[src/rtl/parking_pkg.sv]
// Shared types and constants for the parking-lot sensor sequence generator.
package parking_pkg;

  localparam int unsigned DWELL_DEFAULT = 4;

  typedef enum logic [2:0] {
    ST_IDLE,
    ST_P1,
    ST_P2,
    ST_P3,
    ST_GAP
  } state_e;

  typedef enum logic {
    DIR_ENTER,
    DIR_EXIT
  } dir_e;

  // Sensor pattern {a,b} for a phase; an exit is the enter pattern with the phases mirrored.
  function automatic logic [1:0] sensor_ab(input state_e st, input dir_e dir);
    logic [1:0] ab;
    ab = 2'b00;
    case (st)
      ST_P1:   ab = (dir == DIR_ENTER) ? 2'b10 : 2'b01;
      ST_P2:   ab = 2'b11;
      ST_P3:   ab = (dir == DIR_ENTER) ? 2'b01 : 2'b10;
      default: ab = 2'b00;
    endcase
    return ab;
  endfunction

endpackage

[src/rtl/dwell_timer.sv]
// Loadable 8-bit down-counter that parks at zero; reports zero now and after this edge.
module dwell_timer (
  input  logic       clk,
  input  logic       reset,
  input  logic       load,
  input  logic [7:0] load_val,
  output logic       zero,
  output logic       zero_next
);

  logic [7:0] cnt_q, cnt_d;

  always_comb begin
    cnt_d = cnt_q;
    if (load)
      cnt_d = load_val;
    else if (cnt_q != 8'd0)
      cnt_d = cnt_q - 8'd1;
  end

  always_ff @(posedge clk) begin
    if (reset)
      cnt_q <= 8'd0;
    else
      cnt_q <= cnt_d;
  end

  assign zero      = (cnt_q == 8'd0);
  assign zero_next = (cnt_d == 8'd0);

endmodule

[src/rtl/parking_sensor_gen.sv]
// Emulates the outer/inner sensors of a parking gate: one enter or exit pattern per request.
module parking_sensor_gen
  import parking_pkg::*;
#(
  parameter int unsigned DWELL = DWELL_DEFAULT
) (
  input  logic clk,
  input  logic reset,
  input  logic enter_req,
  input  logic exit_req,
  output logic a,
  output logic b,
  output logic busy,
  output logic done
);

  localparam logic [7:0] RELOAD = 8'(DWELL - 1);

  state_e     state_q, state_d;
  dir_e       dir_q, dir_d;
  logic [1:0] ab_q, ab_d;
  logic       busy_q, busy_d;
  logic       done_q, done_d;
  logic       load, zero, zero_next;

  dwell_timer u_timer (
    .clk       (clk),
    .reset     (reset),
    .load      (load),
    .load_val  (RELOAD),
    .zero      (zero),
    .zero_next (zero_next)
  );

  always_comb begin
    state_d = state_q;
    dir_d   = dir_q;
    load    = 1'b0;
    case (state_q)
      ST_IDLE: begin
        if (enter_req) begin
          state_d = ST_P1;
          dir_d   = DIR_ENTER;
          load    = 1'b1;
        end else if (exit_req) begin
          state_d = ST_P1;
          dir_d   = DIR_EXIT;
          load    = 1'b1;
        end
      end
      ST_P1: if (zero) begin state_d = ST_P2;  load = 1'b1; end
      ST_P2: if (zero) begin state_d = ST_P3;  load = 1'b1; end
      ST_P3: if (zero) begin state_d = ST_GAP; load = 1'b1; end
      ST_GAP: if (zero) state_d = ST_IDLE;
      default: state_d = ST_IDLE;
    endcase

    // Outputs are decoded from the next state so they leave the flops aligned with it.
    ab_d   = sensor_ab(state_d, dir_d);
    busy_d = (state_d != ST_IDLE);
    done_d = (state_d == ST_GAP) && zero_next;
  end

  always_ff @(posedge clk) begin
    if (reset) begin
      state_q <= ST_IDLE;
      dir_q   <= DIR_ENTER;
      ab_q    <= 2'b00;
      busy_q  <= 1'b0;
      done_q  <= 1'b0;
    end else begin
      state_q <= state_d;
      dir_q   <= dir_d;
      ab_q    <= ab_d;
      busy_q  <= busy_d;
      done_q  <= done_d;
    end
  end

  assign a    = ab_q[1];
  assign b    = ab_q[0];
  assign busy = busy_q;
  assign done = done_q;

endmodule

[config.mk]
export PLATFORM = sky130hd
export DESIGN_NAME = parking_sensor_gen
export DESIGN_NICKNAME = d
export VERILOG_FILES = /design/src/rtl/parking_pkg.sv /design/src/rtl/dwell_timer.sv /design/src/rtl/parking_sensor_gen.sv
export SDC_FILE = /design/constraint.sdc
export NUM_CORES = 1
export LEC_CHECK = 0
export ABC_CLOCK_PERIOD_IN_PS = 2970
export CAP_MARGIN = 20
export CELL_PAD_IN_SITES_DETAIL_PLACEMENT = 1
export CELL_PAD_IN_SITES_GLOBAL_PLACEMENT = 1
export CORE_UTILIZATION = 40
export DETAILED_ROUTE_END_ITERATION = 10
export HOLD_SLACK_MARGIN = 0.02
export PLACE_DENSITY = 0.74
export SLEW_MARGIN = 0
export SYNTH_ARGS = -nofsm -noshare
export SYNTH_HDL_FRONTEND = slang
export SYNTH_SLANG_ARGS = --single-unit
[constraint.sdc]
create_clock -name clk -period 2.97 [get_ports clk]
set_input_delay 0.7425 -clock clk [delete_from_list [all_inputs] [get_ports clk]]
set_output_delay 0.7425 -clock clk [all_outputs]
set_load 0.005 [all_outputs]
==> results of run 1 <==
-- metrics by stage --
stage / instances / worst slack [ns]
final: 141 / 0.7510
after global routing: 141 / 0.5752
after CTS: 141 / 0.7453
after detailed placement: 137 / 0.5701
after global placement: 137 / 0.7028
after floorplan: 109 / 0.8571
-- flip-flops by register name, summed over array words and instances (netlist names) --
signal and count:
ab_q 2, busy 1, dir_q 1, done 1
state_q 3, u_timer.cnt_q 8
-- power groups by stage --
| stage | combinational, mW | clock (mW) | sequential, mW |
|---|---|---|---|
| floorplan | 0.627 | 0 | 0.337 |
| finish | 0.725 | 0.150 | 0.397 |
| global placement | 0.707 | 0 | 0.396 |
| detailed placement | 0.723 | 0 | 0.401 |
| global route | 0.816 | 0.168 | 0.414 |
| CTS | 0.731 | 0.155 | 0.396 |
-- layout by cell type (no fill, tap or decap), types with 3 or more instances in the layout --
cell	instances
sky130_fd_sc_hd__nor4_1	3
sky130_fd_sc_hd__inv_1	6
sky130_fd_sc_hd__clkdlybuf4s50_1	7
sky130_fd_sc_hd__nor4b_1	4
sky130_fd_sc_hd__nand2_1	3
sky130_fd_sc_hd__nor3_1	8
sky130_fd_sc_hd__dfxtp_1	16
sky130_fd_sc_hd__o21a_1	3
sky130_fd_sc_hd__or4_1	5
sky130_fd_sc_hd__a21oi_1	5
sky130_fd_sc_hd__xnor2_1	3
sky130_fd_sc_hd__nor2_1	9
sky130_fd_sc_hd__o21ai_0	6
sky130_fd_sc_hd__clkbuf_4	3
-- cells by family after synthesis --
logic type,Yosys count
compound gates,25
xor+xnor,4
fa+ha+maj,2
buf+inv,13
flops,16
mux,2
simple gates,47
-- layout make-up --
type	count	area, um^2
clock buffer	4	36.28
fill	270	1155
inverter	6	22.52
multi-input combinational	80	551.8
sequential	16	320.3
tap	28	35.03
timing repair buffer	7	70.07
-- per-layer routing --
metal / vias to the layer above / global-route usage [%] / wire length (um)
met3: 5 / 3.636 / 35
met2: 6 / 35.33 / 1047
met1: 387 / 29.50 / 1127
met4: 0 / 8.571 / 42
met5: - / 0 / 0
li1: 413 / - / -
-- path summary, 6_finish.rpt --
| path | startpoint | end | cells past startpoint |
|---|---|---|---|
| setup / recovery | u_timer.cnt_q[0] | done | 6 |
| hold / removal | dir_q | dir_q | 2 |
| setup reg to reg | u_timer.cnt_q[0] | done | 6 |
| hold reg to reg | dir_q | dir_q | 2 |
-- worst max-delay path: stages, from the launching register on --
cell and delay, ns:
sky130_fd_sc_hd__dfxtp_1 0.40, sky130_fd_sc_hd__inv_1 0.13, sky130_fd_sc_hd__ha_1 0.21, sky130_fd_sc_hd__or3b_1 0.50, sky130_fd_sc_hd__or4_1 0.51, sky130_fd_sc_hd__o2bb2ai_1 0.15, sky130_fd_sc_hd__nor4_2 0.25
==> reports/metrics.yaml, run 1 <==
run_status: "finished, final reports clean"
core_um2: 2191
drt-total-wl_um: 2252
via_count_of_the_first_global_routing_pass: 868
critPathCaptureType: "flip-flop"
synth_cell_types: 40
die_area_um2: 2515
drt_first_iter_violations: 12
finalCoreUtilization_pct: 47.29
post_drt_via_cell_ratio: 5.752
max_freq_mhz: 450.7
postRouteAntennaNets: 0
synth-warning-count: 0
cap_violations: 0
final-max-slew-violation-count: 0
clkPwrFrac_pct: 11.8
insertedDiodeCount: 0
htree_num_levels: 1
synth.cells.most_frequent: "16 x sky130_fd_sc_hd__dfxtp_1, 9 x sky130_fd_sc_hd__nor2_1, 8 x sky130_fd_sc_hd__nor3_1"
async_flop_share_pct: 0
tritoncts: "built"
grt_antenna_before_repair: 0
area_share_of_and_or_nand_nor_cells_after_synthesis_pct: 32.25
p_seq_share_pct: 31.2
synth_area_in_compound_gates_pct: 18.62
globalplace.congestion: 0.8303
number_of_nets_in_the_layout: 120
timing.final.setup_violations: 0
grt.overflow.total: 0
drt-wirelength-per-cell_um: 15.97
max_ir_drop_vdd_uv: 555.4
timing.hold.worst.class: "reg -> reg"
dpl.hpwl_um: 1721
critical_path.max_fanout: 10
power_report.internal_total_mw: 0.6932
p_sw_share_pct: 45.50
die_w_um: 50.15
tritoncts_num_sinks: 16
final_period_util_pct: 74.71
slew_headroom_pct: 54.51
top_level_ports: 8
post_synth_edffs: 0
worst_setup_path_start_kind: "flip-flop"
cts.reportedPaths.clkPinSlew_ns: 0.10
numCtsBuffers: 3
via_count: 811
worstSkewPairLatency_ns: 0.30
synth_top_cell_area_share_pct: 34.55
final_cell_area_um2: 1036
worst-r2r-setup-slack_ns: 0.75
power.static_leakage_nw: 0.3915
initial_utilization_pct: 42.32
avgSynthCellArea_um2: 8.506
largest_net_degree_at_the_start_of_global_routing: 12
floorplan.rows: 17
critical_path_required_ns: 3.19
grt_first_pass_wirelength_um: 4195
postCtsSetupBuffers: 0
cts_hold_repair.buffers: 0
combinational_family_with_the_most_area_after_synthesis: "simple AND/OR/NAND/NOR gates"
yosys.area_share.xor_xnor_pct: 3.779
worstMarginPinSlew_ns: 0.6735
synth.largest_area_cell: "sky130_fd_sc_hd__dfxtp_1"
port-buffer-count: 7
final.setup.tns_ns: 0
timing_worst_setup_path_type: "reg -> reg"
synth.yosys.seq_area_share_pct: 34.55
placed_cell_area_um2: 999.7
total_power_mw: 1.272
share_of_layout_cells_above_drive_strength_1_pct: 8.850
synthFlopType: "sky130_fd_sc_hd__dfxtp_1"
worst_clock_skew_ns: 0.001093
power.combinational.fraction_pct: 57.0
flops_latches_synth: 16
gr_util_all_layers_pct: 22.15
synth-adder-area-share_pct: 2.699
synth_top_cells_by_area: "sky130_fd_sc_hd__dfxtp_1 35%, sky130_fd_sc_hd__nor3_1 4.3%, sky130_fd_sc_hd__or4_1 4.0%"
post-route-drc-count: 0
hold_worst_slack_ns: 0.5423
post-synth-top-count-cell: "sky130_fd_sc_hd__dfxtp_1"
setup_repair_after_global_routing_missed_its_margin: "no"
period_needed_ns: 2.219
worst_ep_arrival_time_ns: 2.44
cts-root-to-sink-buffers: 2
postSynthCellCount: 109
cts_resized: 0
finalHoldViolations: 0
die_h_um: 50.15
root_buffer: "sky130_fd_sc_hd__clkbuf_4"
drtPass1Iterations: 3
area_delta_synth_final_pct: 11.74
synth_fp_nets: 115
cellPowerDensity_nw_per_um2: 1228
post_synthesis_cell_area_um2: 927.1
post_synth_mux_area_share_pct: 2.159
power_spent_charging_and_discharging_nets_mw: 0.5786
Note: power is estimated with default switching activity, not from simulation.
==> run 2, diff against run 1 <==
--- a/config.mk
+++ b/config.mk
@@ -5,7 +5,7 @@
 export SDC_FILE = /design/constraint.sdc
 export NUM_CORES = 1
 export LEC_CHECK = 0
-export ABC_CLOCK_PERIOD_IN_PS = 2970
+export ABC_CLOCK_PERIOD_IN_PS = 2090
 export CAP_MARGIN = 20
 export CELL_PAD_IN_SITES_DETAIL_PLACEMENT = 1
 export CELL_PAD_IN_SITES_GLOBAL_PLACEMENT = 1
==> constraint.sdc (replaced) <==
create_clock -name clk -period 2.09 [get_ports clk]
set_input_delay 0.5225 -clock clk [delete_from_list [all_inputs] [get_ports clk]]
set_output_delay 0.5225 -clock clk [all_outputs]
set_load 0.005 [all_outputs]
==> run 2 against run 1 <==
Final cell count is 6.4% higher. Non-clock buffer count rose by 9. Sequential power up 33%. Global-route usage shrank 1.2 points. Worst hold slack got worse by 0.0020 ns. Wire length rose by 3.2%. Fmax is 12% higher. Design area is 7.1% higher. Utilization increased by 3.4 points. Flip-flop and latch count is the same. Critical path type unchanged. Largest power group unchanged.
==> reports/metrics.yaml, run 2 (synthesis results as in run 1) <==
finalCoreUtilization_pct: 50.66
cts-root-to-sink-buffers: 2
worst_ep_arrival_time_ns: 2.18
share_of_layout_cells_above_drive_strength_1_pct: 17.21
final_cell_area_um2: 1110
period_needed_ns: 1.977
power_report.internal_total_mw: 1.104
power.static_leakage_nw: 0.4367
final.setup.tns_ns: 0
initial_utilization_pct: 42.32
drtPass1Iterations: 3
post_drt_via_cell_ratio: 5.740
final_period_util_pct: 94.61
drt_first_iter_violations: 3
list_of_cells_traversed_by_the_critical_path: "inv_1 -> ha_1 -> or3b_4 -> buf_4 -> or4_1 -> a21oi_2 -> nor2_1"
largest_register_ffs: 8
cts_resized: 0
clkPwrFrac_pct: 11.0
final-max-slew-violation-count: 0
timing.final.setup_violations: 0
globalplace.congestion: 0.8551
worst_setup_slack_after_layout_ns: 0.1126
via_count: 861
critical_path.max_fanout: 6
port-buffer-count: 7
critPathCaptureType: "flip-flop"
tritoncts: "built"
tritoncts_num_sinks: 16
die_area_um2: 2515
drt-total-wl_um: 2324
power_spent_charging_and_discharging_nets_mw: 0.8691
slew_headroom_pct: 66.09
layout_commonest_cell: "sky130_fd_sc_hd__dfxtp_1"
numCtsBuffers: 3
drt-wirelength-per-cell_um: 15.49
number_of_nets_in_the_layout: 129
setup_repair_after_global_routing_missed_its_margin: "no"
timing.hold.worst.class: "reg -> reg"
dpl.hpwl_um: 1754
core_um2: 2191
postRouteAntennaNets: 0
cts_hold_repair.buffers: 0
root_buffer: "sky130_fd_sc_hd__clkbuf_4"
gr_util_all_layers_pct: 20.96
top_level_ports: 8
worst_clock_skew_ns: 0.004851
post-route-drc-count: 0
run_status: "finished, final reports clean"
worst_setup_path_start_kind: "flip-flop"
max_ir_drop_vdd_uv: 854.6
die_w_um: 50.15
die_h_um: 50.15
largest_registers: "u_timer.cnt_q x8, state_q x3, ab_q x2"
power.combinational.fraction_pct: 62.1
grt.overflow.total: 0
p_seq_share_pct: 26.8
htree_num_levels: 1
max_freq_mhz: 505.7
p_sw_share_pct: 44.04
largest_net_degree_at_the_start_of_global_routing: 10
worstSkewPairLatency_ns: 0.30
detailedPlace.worstSlack_ns: 0.003470
critical_path.slowest_cell: "sky130_fd_sc_hd__or4_1"
worstMarginPinSlew_ns: 0.5023
cts.reportedPaths.clkPinSlew_ns: 0.10
finalHoldViolations: 0
mostFrequentLayoutCells: "16 x sky130_fd_sc_hd__dfxtp_1, 9 x sky130_fd_sc_hd__nor2_1, 9 x sky130_fd_sc_hd__buf_4, 8 x sky130_fd_sc_hd__nor3_1, 7 x sky130_fd_sc_hd__clkdlybuf4s50_1"
via_count_of_the_first_global_routing_pass: 828
area_delta_synth_final_pct: 19.70
regMostFlops: "u_timer.cnt_q"
timing_worst_setup_path_type: "reg -> reg"
grt_first_pass_wirelength_um: 3891
grt_antenna_before_repair: 0
cap_violations: 0
floorplan.rows: 17
slowest_delay_ns: 0.52
cellPowerDensity_nw_per_um2: 1778
insertedDiodeCount: 0
placed_cell_area_um2: 1067
postCtsSetupBuffers: 0
hold_worst_slack_ns: 0.5404
critical_path_required_ns: 2.29
## run 2: final timing paths
kind / start / endpoint / slack (ns) / cells after the start
max: u_timer.cnt_q[1] / u_timer.cnt_q[0] / 0.11 / 7
min: dir_q / dir_q / 0.54 / 2
max reg2reg: u_timer.cnt_q[1] / u_timer.cnt_q[0] / 0.11 / 7
min reg2reg: dir_q / dir_q / 0.54 / 2
## run 2: through the flow
step / instances / total power, mW
after detailed placement: 146 / 1.726
after floorplan: 109 / 1.375
final: 150 / 1.973
after global placement: 146 / 1.686
after global routing: 150 / 2.134
after CTS: 150 / 1.962
## run 2: cell type report
class | count | area, um^2
flip-flops and latches | 16 | 320.3
inverters | 6 | 22.52
clock buffers | 4 | 36.28
well taps | 28 | 35.03
fillers | 263 | 1081
multi-input cells | 80 | 558.0
repair buffers | 16 | 137.6
## run 2: worst max-delay path: cells and delay by family, from the launching register on
kind,cells,cell delay (ns)
buffers and inverters,2,0.25
flip-flops,1,0.33
AND/OR/NAND/NOR,3,0.99
AO/OA/AOI/OAI,1,0.15
adder cells (fa/ha/maj),1,0.17
## run 2: power by group through the flow
stage / clock network [mW] / logic [mW] / registers [mW]
2_1_floorplan: 0 / 0.897 / 0.479
3_3_place_gp: 0 / 1.16 / 0.526
3_5_place_dp: 0 / 1.19 / 0.533
4_1_cts: 0.223 / 1.21 / 0.527
5_1_grt: 0.232 / 1.36 / 0.545
6_report: 0.218 / 1.23 / 0.529
## run 2: layer usage
metal | part of all wire [%] | wire length [um] | track usage [%]
met1 | 49 | 1129 | 27.32
met4 | 2.3 | 53 | 12.86
met5 | 0 | 0 | 0
met3 | 0.90 | 21 | 1.818
met2 | 48 | 1120 | 33.11
